File: src/rtl/ref_row_feeder_if.sv
// Row stream from the reference-window feeder into the interpolator.
// row_out/row_idx stay stable while row_valid is high and row_ready is low.
interface ref_row_feeder_if #(
  parameter int PIX_W   = 8,
  parameter int ROW_PIX = 15
);
  logic [ROW_PIX*PIX_W-1:0] row_out;
  logic                     row_valid;
  logic                     row_ready;
  logic [3:0]               row_idx;

  modport master (output row_out, row_valid, row_idx, input row_ready);
  modport slave  (input row_out, row_valid, row_idx, output row_ready);
endinterface

File: src/rtl/ref_row_feeder.sv
// Fetches a clamped 15x15 reference window from byte memory and streams it as rows; row 0 valid 17 cycles after start.
// One assembly row plus one output row: reads pause in WAIT while both are occupied and row_ready is low.
module ref_row_feeder #(
  parameter int PIX_W    = 8,
  parameter int ROW_PIX  = 15,
  parameter int NUM_ROWS = 15,
  parameter int AW       = 20,
  parameter int CW       = 16
) (
  input  logic                 clk,
  input  logic                 rst,
  input  logic                 start,
  input  logic signed [CW-1:0] blk_x,
  input  logic signed [CW-1:0] blk_y,
  input  logic [CW-1:0]        pic_w,
  input  logic [CW-1:0]        pic_h,
  output logic                 mem_rd_en,
  output logic [AW-1:0]        mem_addr,
  input  logic [PIX_W-1:0]     mem_rd_data,
  ref_row_feeder_if.master     row_if,
  output logic                 busy,
  output logic                 done
);
  localparam int RW = ROW_PIX * PIX_W;
  localparam int JW = $clog2(ROW_PIX);

  typedef enum logic [1:0] {IDLE, FETCH, WAIT, DRAIN} state_t;
  state_t state, state_nx;

  logic [JW-1:0]        rd_j, rd_j_nx, iss_j, beat_j;
  logic [3:0]           rd_r, rd_r_nx, xfer_cnt;
  logic signed [CW-1:0] bx_q, by_q;
  logic [CW-1:0]        w_q, h_q;
  logic                 beat_vld, asm_full, issue;
  logic                 out_free, last_beat, xfer, final_hs;
  logic [RW-1:0]        asm_row, asm_cur;

  logic signed [CW:0]   x_s, y_s, w_s, h_s;
  logic [CW-1:0]        xc, yc;
  logic [2*CW-1:0]      prod, sum;
  logic [AW-1:0]        addr_nx;

  // Edge clamping in CW+1 signed arithmetic; the sign bit flags left/top overrun.
  always_comb begin
    x_s = $signed({bx_q[CW-1], bx_q}) + $signed({{(CW+1-JW){1'b0}}, rd_j});
    y_s = $signed({by_q[CW-1], by_q}) + $signed({{(CW-3){1'b0}}, rd_r});
    w_s = $signed({1'b0, w_q});
    h_s = $signed({1'b0, h_q});
    if (x_s[CW])         xc = '0;
    else if (x_s >= w_s) xc = w_q - CW'(1);
    else                 xc = x_s[CW-1:0];
    if (y_s[CW])         yc = '0;
    else if (y_s >= h_s) yc = h_q - CW'(1);
    else                 yc = y_s[CW-1:0];
    prod    = {{CW{1'b0}}, yc} * {{CW{1'b0}}, w_q};
    sum     = prod + {{CW{1'b0}}, xc};
    addr_nx = sum[AW-1:0];
  end

  always_comb begin
    asm_cur = asm_row;
    asm_cur[beat_j*PIX_W +: PIX_W] = mem_rd_data;
  end

  assign out_free  = !row_if.row_valid || row_if.row_ready;
  assign last_beat = beat_vld && (beat_j == JW'(ROW_PIX-1));
  assign xfer      = out_free && (asm_full || last_beat);
  assign final_hs  = row_if.row_valid && row_if.row_ready && (row_if.row_idx == 4'(NUM_ROWS-1));
  assign busy      = (state != IDLE);

  always_ff @(posedge clk or negedge rst) begin
    if (!rst) state <= IDLE;
    else      state <= state_nx;
  end

  // Next row's reads only start when the output register is empty or draining, so the
  // current row is guaranteed to leave the assembly register before new beats land.
  always_comb begin
    state_nx = state;
    rd_j_nx  = rd_j;
    rd_r_nx  = rd_r;
    issue    = 1'b0;
    case (state)
      IDLE: begin
        if (start) begin
          state_nx = FETCH;
          rd_j_nx  = '0;
          rd_r_nx  = '0;
        end
      end
      FETCH: begin
        issue = 1'b1;
        if (rd_j == JW'(ROW_PIX-1)) begin
          rd_j_nx = '0;
          if (rd_r == 4'(NUM_ROWS-1)) begin
            state_nx = DRAIN;
          end else begin
            rd_r_nx = rd_r + 4'd1;
            if (!out_free) state_nx = WAIT;
          end
        end else begin
          rd_j_nx = rd_j + JW'(1);
        end
      end
      WAIT:    if (xfer) state_nx = FETCH;
      DRAIN:   if (final_hs) state_nx = IDLE;
      default: state_nx = IDLE;
    endcase
  end

  always_ff @(posedge clk or negedge rst) begin
    if (!rst) begin
      rd_j             <= '0;
      rd_r             <= '0;
      iss_j            <= '0;
      beat_j           <= '0;
      beat_vld         <= 1'b0;
      mem_rd_en        <= 1'b0;
      mem_addr         <= '0;
      bx_q             <= '0;
      by_q             <= '0;
      w_q              <= '0;
      h_q              <= '0;
      xfer_cnt         <= '0;
      asm_row          <= '0;
      asm_full         <= 1'b0;
      row_if.row_out   <= '0;
      row_if.row_valid <= 1'b0;
      row_if.row_idx   <= '0;
      done             <= 1'b0;
    end else begin
      rd_j      <= rd_j_nx;
      rd_r      <= rd_r_nx;
      mem_rd_en <= issue;
      if (issue) begin
        mem_addr <= addr_nx;
        iss_j    <= rd_j;
      end
      beat_vld <= mem_rd_en;
      beat_j   <= iss_j;
      if (beat_vld) asm_row <= asm_cur;

      if (state == IDLE && start) begin
        bx_q     <= blk_x;
        by_q     <= blk_y;
        w_q      <= pic_w;
        h_q      <= pic_h;
        xfer_cnt <= '0;
      end else if (xfer) begin
        xfer_cnt <= xfer_cnt + 4'd1;
      end

      if (last_beat && !out_free) asm_full <= 1'b1;
      else if (xfer)              asm_full <= 1'b0;

      // The final beat bypasses straight into the output register when it is free.
      if (xfer) begin
        row_if.row_out   <= asm_full ? asm_row : asm_cur;
        row_if.row_valid <= 1'b1;
        row_if.row_idx   <= xfer_cnt;
      end else if (row_if.row_valid && row_if.row_ready) begin
        row_if.row_valid <= 1'b0;
      end

      done <= (state == DRAIN) && final_hs;
    end
  end
endmodule

File: src/flat_wrapper.sv
// flat-port wrapper written by rule: the top's interface ports become plain ports
module ref_row_feeder_flat 
#(
  parameter int PIX_W    = 8,
  parameter int ROW_PIX  = 15,
  parameter int NUM_ROWS = 15,
  parameter int AW       = 20,
  parameter int CW       = 16
)
  (clk, rst, start, blk_x, blk_y, pic_w, pic_h, mem_rd_en, mem_addr, mem_rd_data, busy, done, row_if_row_out, row_if_row_valid, row_if_row_idx, row_if_row_ready);
  ref_row_feeder_if #(.PIX_W(PIX_W), .ROW_PIX(ROW_PIX)) row_if_i ();
  input  logic clk;
  input  logic rst;
  input  logic start;
  input  logic signed [CW-1:0] blk_x;
  input  logic signed [CW-1:0] blk_y;
  input  logic [CW-1:0] pic_w;
  input  logic [CW-1:0] pic_h;
  output logic mem_rd_en;
  output logic [AW-1:0] mem_addr;
  input  logic [PIX_W-1:0] mem_rd_data;
  output logic busy;
  output logic done;
  output wire logic [$bits(row_if_i.row_out)-1:0] row_if_row_out;
  output wire logic [$bits(row_if_i.row_valid)-1:0] row_if_row_valid;
  output wire logic [$bits(row_if_i.row_idx)-1:0] row_if_row_idx;
  input wire logic [$bits(row_if_i.row_ready)-1:0] row_if_row_ready;
  assign row_if_row_out = row_if_i.row_out;
  assign row_if_row_valid = row_if_i.row_valid;
  assign row_if_row_idx = row_if_i.row_idx;
  assign row_if_i.row_ready = row_if_row_ready;
  ref_row_feeder #(.PIX_W(PIX_W), .ROW_PIX(ROW_PIX), .NUM_ROWS(NUM_ROWS), .AW(AW), .CW(CW)) u_core (.clk(clk), .rst(rst), .start(start), .blk_x(blk_x), .blk_y(blk_y), .pic_w(pic_w), .pic_h(pic_h), .mem_rd_en(mem_rd_en), .mem_addr(mem_addr), .mem_rd_data(mem_rd_data), .row_if(row_if_i), .busy(busy), .done(done));
endmodule
File: config.mk
export PLATFORM = sky130hd
export DESIGN_NAME = ref_row_feeder_flat
export DESIGN_NICKNAME = d
export VERILOG_FILES = /design/src/rtl/ref_row_feeder_if.sv /design/src/rtl/ref_row_feeder.sv /design/src/flat_wrapper.sv
export SDC_FILE = /design/constraint.sdc
export NUM_CORES = 1
export LEC_CHECK = 0
export ABC_CLOCK_PERIOD_IN_PS = 9200
export CAP_MARGIN = 20
export CELL_PAD_IN_SITES_DETAIL_PLACEMENT = 0
export CELL_PAD_IN_SITES_GLOBAL_PLACEMENT = 1
export CORE_MARGIN = 4
export CORE_UTILIZATION = 41
export DETAILED_ROUTE_END_ITERATION = 8
export PLACE_DENSITY_LB_ADDON = 0.1
export SLEW_MARGIN = 25
export SYNTH_ARGS = -nofsm -noshare
export SYNTH_HDL_FRONTEND = slang
export SYNTH_SLANG_ARGS = --single-unit
File: constraint.sdc
create_clock -name clk -period 9.2 [get_ports clk]
set_input_delay 1.38 -clock clk [delete_from_list [all_inputs] [get_ports clk]]
set_output_delay 1.38 -clock clk [all_outputs]
set_load 0.05 [all_outputs]
==> reports/metrics.yaml <==
outcome: "finished clean"
sum_of_routed_wire_length_over_all_layers_um: 66900
grt_pass1_wl_um: 105000
worst-slew-pin-transition_ns: 0.983
root_buffer: "sky130_fd_sc_hd__clkbuf_16"
max_freq_mhz: 112
gp_congestion: 0.891
max-clock-path-buffers: 3
synthesis_stage_register_bit_count: 355
finish.instance_area_um2: 28600
synth_sequential_area_ratio_pct: 37.9
finalHoldViolCount: 0
hp-class: "reg2reg"
report.final.setup_viol: 0
post-route-period-util_pct: 96.8
synth.lib_cells_used.distinct: 59
syn_nets: 2834
floorplan.core_area_um2: 56500
global_route.usage.met2_pct: 40.6
cts.htree.levels: 2
final_antenna_net_count: 0
crit_arrival_ns: 9.33
finalNetCount: 3069
cp_slowest_cell: "sky130_fd_sc_hd__fa_1"
clkLatencyLatePin_ns: 0.58
critPathRequiredTime_ns: 9.63
worstPathBufferInverterCount: 7
vias_in_the_first_global_route: 18700
post_synth_inst_count: 2500
cell_with_the_most_instances_after_synthesis: "sky130_fd_sc_hd__nand2_1"
cts_sinks: 355
detailedRoute.firstPassIterationCount: 5
post-route-drc-count: 0
clock-skew-final_ns: 0.0240
fp-row-count: 87
path_max_fanout: 10
grt.met3_usage_pct: 2.44
grt_setup_unrepaired: "true"
cts_made_buffers: 42
critPathKind: "reg2reg"
fp.dieW_um: 247
cts_hold_buffers: 0
congestion_overflow_gr: 0
async_reset_ff_share_pct: 100
overall_die_height_um: 247
synth_top_cell_by_area: "sky130_fd_sc_hd__dfrtp_1"
critPathMaxStageDelay_ns: 0.57
number_of_enable_flip_flop_cells_after_synthesis: 0
kind_of_capture_point_of_the_worst_setup_path: "flop"
critPathTopFamily: "adder cells"
syn2layout_area_growth_pct: 22.3
synth_flop_cell: "sky130_fd_sc_hd__dfrtp_1"
antenna-diode-count: 0
n_fill_cell: 5300
maxSlewHeadroom_pct: 34.2
dp.final_hpwl_um: 50500
tns_ns: 0
timing.final.max_slew_violations: 0
numPortBuffers: 223
period_needed_ns: 8.91
layout-drive-gt1-share_pct: 11.8
antenna_found_initial: 0
start_util_pct: 41.4
critPathMostFrequentCell: "sky130_fd_sc_hd__fa_1"
top_usage_layer: "met2"
drt-vias-per-instance: 5.13
post_synth_main_area_contributors: "sky130_fd_sc_hd__dfrtp_1, sky130_fd_sc_hd__fa_1, sky130_fd_sc_hd__nand2_1"
synth.cell_area_um2: 23400
first_iter_violations: 1048
floorplan.die_area_um2: 61000
groute.layer.met1.usage_pct: 27.5
clkTransAtPathRegs_ns: 0.06
synthTopCellsByCount: "sky130_fd_sc_hd__nand2_1, sky130_fd_sc_hd__dfrtp_1, sky130_fd_sc_hd__inv_1"
dpl-instance-area_um2: 26600
synth-warning-count: 0
max-cap-violations: 0
boundaryPins: 224
avgSynthCellArea_um2: 9.36
grt_max_degree: 101
global_routing_usage_summed_across_all_routing_layers_pct: 22.1
critPathLaunchType: "flop"
drt-wirelength-per-cell_um: 19.0
tritoncts_clock_tree: "built"
share_of_the_synthesized_area_in_the_top_cell_type_pct: 37.9
num_vias: 18100
[kinds of logic (layout without fill, tap and decap cells)]
group           after synthesis  after routing  share of synthesized area [%]
simple gates                810            810                           15.3
compound gates              441            441                           10.8
buf+inv                     383            650                           6.16
flops                       355            355                           37.9
fa+ha+maj                   258            258                           18.6
mux                         165            165                           7.60
xor+xnor                     88             88                           3.59
[final timing paths]
check / start / to / slack (ns) / cells past startpoint
max reg2reg: u_core.rd_r[0]$_DFFE_PN0P_ / u_core.mem_addr[19]$_DFFE_PN0P_ / 0.29 / 33
max in group asynchronous: rst / u_core.mem_addr[14]$_DFFE_PN0P_ / 6.50 / 3
min in group asynchronous: rst / u_core.row_if.row_out[96]$_DFFE_PN0P_ / 0.76 / 1
min: u_core.iss_j[1]$_DFFE_PN0P_ / u_core.beat_j[1]$_DFF_PN0_ / 0.38 / 0
min reg2reg: u_core.iss_j[1]$_DFFE_PN0P_ / u_core.beat_j[1]$_DFF_PN0_ / 0.38 / 0
max: u_core.rd_r[0]$_DFFE_PN0P_ / u_core.mem_addr[19]$_DFFE_PN0P_ / 0.29 / 33
[routing by layer]
metal  up-vias  wire length [um]
met1      8932             27700
met4         0              1850
met3        94              2450
met5         -                 0
met2       333             34900
li1       8704                 -
[metrics by stage]
step	hold WS [ns]	instances	setup WS (ns)	utilization [%]
2_1_floorplan	0.354	2500	0.174	-
3_3_place_gp	0.359	3417	-0.0170	47.1
3_5_place_dp	0.367	3417	-0.116	47.1
4_1_cts	0.381	3496	0.0219	49.6
5_1_grt	0.395	3523	-0.0889	50.7
6_report	0.376	3523	0.294	50.7
[cells in the final DEF (no fill, tap or decap), types with 62 or more instances in the layout]
cell type and instances:
sky130_fd_sc_hd__ha_1 96, sky130_fd_sc_hd__mux2i_1 62, sky130_fd_sc_hd__fa_1 142, sky130_fd_sc_hd__inv_1 262
sky130_fd_sc_hd__nand2_1 428, sky130_fd_sc_hd__a21oi_1 87, sky130_fd_sc_hd__mux2_2 100, sky130_fd_sc_hd__nor2_1 121
sky130_fd_sc_hd__and2_1 74, sky130_fd_sc_hd__o21ai_0 235, sky130_fd_sc_hd__clkdlybuf4s50_1 222, sky130_fd_sc_hd__buf_4 67
sky130_fd_sc_hd__dfrtp_1 355
[cell type report]
| cell class | instances | area (um^2) | area share, % |
|---|---|---|---|
| Multi-Input combinational cell | 1762 | 13500 | 47.2 |
| Clock inverter | 13 | 129 | 0.450 |
| Timing Repair Buffer | 306 | 2950 | 10.3 |
| Inverter | 268 | 1010 | 3.51 |
| Sequential cell | 355 | 8880 | 31.0 |
| Tap cell | 756 | 946 | 3.30 |
| Clock buffer | 63 | 1200 | 4.19 |
[state kept, by name, indices dropped and copies added (netlist names)]
signal / flops
u_core.bx_q: 16
u_core.rd_j: 4
u_core.h_q: 16
u_core.xfer_cnt: 4
u_core.row_if.row_idx: 4
u_core.w_q: 16
u_core.row_if.row_out: 120
u_core.asm_full: 1
u_core.mem_rd_en: 1
u_core.done: 1
u_core.rd_r: 4
u_core.beat_vld: 1
u_core.beat_j: 4
u_core.by_q: 16
u_core.state: 2
u_core.mem_addr: 20
u_core.row_if.row_valid: 1
u_core.asm_row: 120
u_core.iss_j: 4
[what timing repair did]
item,4_1_cts,5_1_grt
setup buffers,3,26
resized for setup,11,85
pin swaps,1,48
setup endpoints to repair,3,9
gates cloned,0,1
Power is left out: the tool's default activity adds up to more than one toggle a clock period on the data nets, which glitch-free logic cannot reach.
